**config.mk**
```make
export PLATFORM = sky130hd
export DESIGN_NAME = multiplier_ctrl
export DESIGN_NICKNAME = d
export VERILOG_FILES = /design/src/rtl/multiplier_pkg.sv /design/src/rtl/multiplier_ctrl.sv
export SDC_FILE = /design/constraint.sdc
export NUM_CORES = 1
export LEC_CHECK = 0
export BUFFER_PORTS_ARGS = -buffer_cell sky130_fd_sc_hd__buf_2
export CORE_AREA = 2 2 39 41
export DETAILED_ROUTE_END_ITERATION = 8
export DIE_AREA = 0 0 41 43
export MAX_ROUTING_LAYER = met4
export PLACE_DENSITY = 0.67
export SLEW_MARGIN = 20
export SYNTH_ARGS = -nofsm -noshare
export SYNTH_HDL_FRONTEND = slang
export SYNTH_SLANG_ARGS = --single-unit
```
**constraint.sdc**
```tcl
create_clock -name clk_i -period 2 [get_ports clk_i]
set_input_delay 0.1 -clock clk_i [delete_from_list [all_inputs] [get_ports clk_i]]
set_output_delay 0.1 -clock clk_i [all_outputs]
set_load 0.005 [all_outputs]
```
**src/rtl/multiplier_pkg.sv**
```systemverilog
// Shared encodings for the RV32M multiplier controller: FSM states, funct3 codes,
// and the partial-product alignment codes that the datapath decodes.
package multiplier_pkg;

  typedef enum logic [1:0] {
    ST_IDLE  = 2'b00,
    ST_MUL   = 2'b01,
    ST_DRAIN = 2'b10,
    ST_DONE  = 2'b11
  } state_e;

  localparam logic [2:0] F3_MUL    = 3'b000;
  localparam logic [2:0] F3_MULH   = 3'b001;
  localparam logic [2:0] F3_MULHSU = 3'b010;
  localparam logic [2:0] F3_MULHU  = 3'b011;

  // Alignment codes are Gray-ordered so only one datapath select bit toggles per pass.
  localparam logic [1:0] SFT_P0 = 2'b00;
  localparam logic [1:0] SFT_P1 = 2'b01;
  localparam logic [1:0] SFT_P2 = 2'b11;
  localparam logic [1:0] SFT_P3 = 2'b10;

  function automatic logic [1:0] pass_shift(input logic [1:0] cnt);
    logic [1:0] code;
    code = SFT_P0;
    case (cnt)
      2'd0:    code = SFT_P0;
      2'd1:    code = SFT_P1;
      2'd2:    code = SFT_P2;
      default: code = SFT_P3;
    endcase
    return code;
  endfunction

endpackage

```
**src/rtl/multiplier_ctrl.sv**
```systemverilog
// Sequencer for a byte-serial RV32M multiplier datapath (MUL/MULH/MULHSU/MULHU).
// Latency: 6 cycles accept->valid_o; one operation per 7 cycles with ready_i held high.
// Backpressure: ready_o only in IDLE; valid_o holds in DONE until ready_i; flush_i aborts.
module multiplier_ctrl
  import multiplier_pkg::*;
(
  input  logic       clk_i,
  input  logic       rst_ni,
  input  logic       valid_i,
  input  logic [2:0] funct3_i,
  output logic       ready_o,
  input  logic       flush_i,
  output logic       valid_o,
  input  logic       ready_i,
  output logic       reg_A_en_o,
  output logic       reg_B_en_o,
  output logic       AC_en_o,
  output logic       en_pipe_o,
  output logic       mux_B_sel_o,
  output logic       rol_en_o,
  output logic       signed_A_o,
  output logic       signed_B_o,
  output logic       upper_o,
  output logic [1:0] shift_amount_o,
  output logic       ac_clr_o
);

  state_e     state_q, state_d;
  logic [1:0] cnt_q, cnt_d;
  logic       accept;

  always_ff @(posedge clk_i or negedge rst_ni) begin
    if (!rst_ni) begin
      state_q <= ST_IDLE;
      cnt_q   <= 2'd0;
    end else begin
      state_q <= state_d;
      cnt_q   <= cnt_d;
    end
  end

  // Reset is folded into the handshake so nothing is requested while rst_ni is low.
  assign accept = (state_q == ST_IDLE) & rst_ni & valid_i & ~funct3_i[2] & ~flush_i;

  always_comb begin
    state_d        = state_q;
    cnt_d          = cnt_q;
    ready_o        = 1'b0;
    valid_o        = 1'b0;
    reg_A_en_o     = 1'b0;
    reg_B_en_o     = 1'b0;
    AC_en_o        = 1'b0;
    en_pipe_o      = 1'b0;
    mux_B_sel_o    = 1'b0;
    rol_en_o       = 1'b0;
    signed_A_o     = 1'b0;
    signed_B_o     = 1'b0;
    upper_o        = 1'b0;
    shift_amount_o = SFT_P0;
    ac_clr_o       = 1'b0;

    case (state_q)
      ST_IDLE: begin
        ready_o = rst_ni;
        cnt_d   = 2'd0;
        if (accept) begin
          reg_A_en_o = 1'b1;
          reg_B_en_o = 1'b1;
          ac_clr_o   = 1'b1;
          signed_A_o = (funct3_i == F3_MULH) || (funct3_i == F3_MULHSU);
          signed_B_o = (funct3_i == F3_MULH);
          upper_o    = (funct3_i != F3_MUL);
          state_d    = ST_MUL;
        end
      end

      ST_MUL: begin
        en_pipe_o      = 1'b1;
        AC_en_o        = 1'b1;
        shift_amount_o = pass_shift(cnt_q);
        // B is rotated so the next byte lines up for the following pass; the last pass needs no rotate.
        if (cnt_q != 2'd3) begin
          reg_B_en_o  = 1'b1;
          mux_B_sel_o = 1'b1;
          rol_en_o    = 1'b1;
        end
        if (flush_i) begin
          state_d = ST_IDLE;
          cnt_d   = 2'd0;
        end else if (cnt_q == 2'd3) begin
          state_d = ST_DRAIN;
          cnt_d   = 2'd0;
        end else begin
          cnt_d = cnt_q + 2'd1;
        end
      end

      ST_DRAIN: begin
        en_pipe_o = 1'b1;
        state_d   = flush_i ? ST_IDLE : ST_DONE;
      end

      ST_DONE: begin
        valid_o = ~flush_i;
        if (flush_i || ready_i) state_d = ST_IDLE;
      end

      default: begin
        state_d = ST_IDLE;
        cnt_d   = 2'd0;
      end
    endcase
  end

endmodule
```
==> summary.txt <==
Outcome
  • Outcome: complete, no violations

Power
  • Pleak: 0.303 nW
  • Power per cell area: 1130 nW/um2
  • Clk pwr share: 0.153
  • Comb pwr share: 0.616
  • Net Sw Frac: 0.436
  • VDD IR max: 0.000435 V
  • Share of power burned in registers: 0.231
  • Internal cell power: 0.000356 W
  • Net switching power: 0.000275 W

Logic synthesis
  • Synth Register Bits: 4
  • Mapped Area: 417 um2
  • Seq/Total Area, Yosys: 0.240
  • Yosys synthesis warning count: 0
  • Cells after synthesis: 47
  • Syn Nets: 61
  • Post-synthesis cell type count: 24
  • Mean Syn Cell Area: 8.86 um2

Layout
  • Synth-to-layout area growth: 34.2%
  • Commonest non-fill, non-tap cells in the layout: buf_2, nor2_1, ha_1
  • Diode count: 0
  • NumNets Final: 86
  • Leading cell type in the layout, fill and taps excluded: buf_2
  • Share of post-route cells with drive strength above 1: 0.400
  • Final Util: 0.404

Critical path
  • Crit path depth: 6
  • Crit-path cells: inv_1, ha_1, and2_1, nand3_1, nor3b_1, buf_2
  • Family with the most delay on the worst path: simple AND/OR/NAND/NOR gates
  • CP bufs+invs: 2
  • Max FO, Critical Path: 5
  • Critical Path RT: 1.90 ns
  • Setup crit end kind: output pin
  • Startpoint types: flip-flop
  • Max incr delay on CP: 0.39 ns
  • WS Path Type: reg2out
  • Arr. time, crit path: 1.73 ns
  • Worst path slowest cell: dfrtp_1
  • Worst Reg-to-Reg Cells: 6

STA
  • Final Hold Fails: 0
  • Max_slew headroom: 0.798
  • Setup Skew: 0.00485 ns
  • Period utilization: 0.916
  • Setup TNS: 0 ns
  • Shortest period the worst path allows: 1.83 ns
  • Worst-Margin Slew: 0.298 ns
  • Pins Over Slew Limit: 0
  • RSZ-0062 raised after global routing: false
  • Final setup viols: 0
  • Fmax: 546 MHz

Clocking
  • CTS Buf Count: 3
  • CTS tree: built
  • H-Tree Depth: 1
  • CTS Sinks: 4
  • Max Root-Sink Buffers: 2
  • Clk root buf: clkbuf_4
  • Post_cts resized: 0
  • Worst skew pair latency: 0.23 ns
  • Clk pin slew, worst setup/hold paths: 0.04 ns

Global route
  • First-pass GRT wire length: 1.49 mm
  • Largest net degree at the start of global routing: 9
  • Grt total ovfl: 0
  • Vias in the first global route: 385
  • Tot GR Track Use: 0.128
  • Antenna violations before repair: 0

Route
  • DRT Wirelength: 984 um
  • First-pass DRT Iterations: 3
  • DR vias/cell: 4.84
  • Drt initial violations: 4
  • Routed wire length per instance: 11.4 um
  • Antenna Nets Post-Route: 0
  • Remaining DRCs: 0
  • Routed via count: 416

Floorplanning
  • I/O Pins: 22
  • Row count: 14
  • Die area: 1760 um2
  • Starting Density: 0.301
  • Height of the die: 43 um
  • Core area: 1380 um2
  • Die W: 41 um

Placed design
  • Post-DP HPWL: 836 um
  • RD Place Congestion: 0.730
  • Port Buf Inserts: 21

Worst hold path
  • Worst hold path class: in2reg
  • Worst Hold Depth: 2

Job
  • Max_cap viols: 0
## metal layers
| metal | GRT usage | vias to the layer above | part of all wire |
|---|---|---|---|
| met3 | 0.0628 | 2 | 0.080 |
| li1 | - | 209 | - |
| met1 | 0.123 | 187 | 0.42 |
| met5 | - | - | 0 |
| met2 | 0.181 | 18 | 0.48 |
| met4 | 0.107 | 0 | 0.017 |
## layout make-up
| type | instances | area, um2 |
|---|---|---|
| Sequential cell | 4 | 100 |
| Inverter | 6 | 27.5 |
| Multi-Input combinational cell | 35 | 274 |
| Clock buffer | 3 | 22.5 |
| Timing Repair Buffer | 22 | 115 |
| Tap cell | 16 | 20.0 |
| Fill cell | 147 | 825 |
## kinds of logic (layout without fill, tap and decap cells)
group	after synthesis	after routing	synth area share
and+or+nand+nor	19	19	0.258
AOI/OAI and AO/OA	9	9	0.198
buffers and inverters	8	31	0.102
adders and majority gates	6	6	0.180
DFF	4	4	0.240
xor gates and xnor gates	1	1	0.0210
## cells in the mapped netlist
cell	number	share of area
clkinv_4	1	0.021
nor2_1	8	0.072
a22o_1	1	0.021
ha_1	6	0.18
nor4_2	1	0.030
o311ai_1	1	0.021
nand2b_4	1	0.033
a311o_1	1	0.024
inv_1	5	0.045
nor2b_1	3	0.045
buf_4	2	0.036
o31ai_1	1	0.018
xnor2_1	1	0.021
and2_1	1	0.015
nand3_1	1	0.012
nor3b_1	1	0.018
nand2b_1	1	0.015
o2111ai_1	1	0.021
nand2_1	2	0.018
a311oi_1	1	0.021
dfrtp_1	4	0.24
o21a_1	1	0.018
a211oi_1	1	0.018
a2111oi_2	1	0.036
## timing repair
action	CTS	global route
buffers inserted	0	0
hold buffers	1	0
hold endpoints to repair	4	0
setup endpoints to repair	0	0
## sequential cells by signal, indices dropped and copies added, names as in the netlist
signal and count:
state_q 2, cnt_q 2
## worst paths after layout
| path | from | endpoint | slack [ns] |
|---|---|---|---|
| setup / recovery | state_q[1] | signed_B_o | 0.17 |
| hold / removal | flush_i | state_q[0] | 0.19 |
| setup reg to reg | state_q[1] | state_q[0] | 0.45 |
| hold reg to reg | cnt_q[0] | cnt_q[0] | 0.53 |
| max in group asynchronous | rst_ni | cnt_q[1] | 1.63 |
| min in group asynchronous | rst_ni | state_q[0] | 0.22 |
## power groups by stage
stage          Clock (W)  Combinational, W  Sequential [W]
2_1_floorplan          0          0.000280        0.000137
3_3_place_gp           0          0.000379        0.000145
3_5_place_dp           0          0.000389        0.000146
4_1_cts        0.0000994          0.000392        0.000144
5_1_grt         0.000107          0.000429        0.000151
6_report       0.0000965          0.000388        0.000145
## through the flow
step           instances  hold WS, ns  setup slack (ns)  total power, W  area, um2
6_report              86        0.187             0.168        0.000630        559
5_1_grt               86        0.187           0.00463        0.000687        559
4_1_cts               86        0.182             0.164        0.000636        559
3_5_place_dp          82      -0.0699             0.418        0.000535        527
3_3_place_gp          82      -0.0692             0.459        0.000524        527
2_1_floorplan         47       -0.196             0.597        0.000417        417
Note: power is estimated with default switching activity, not from simulation.
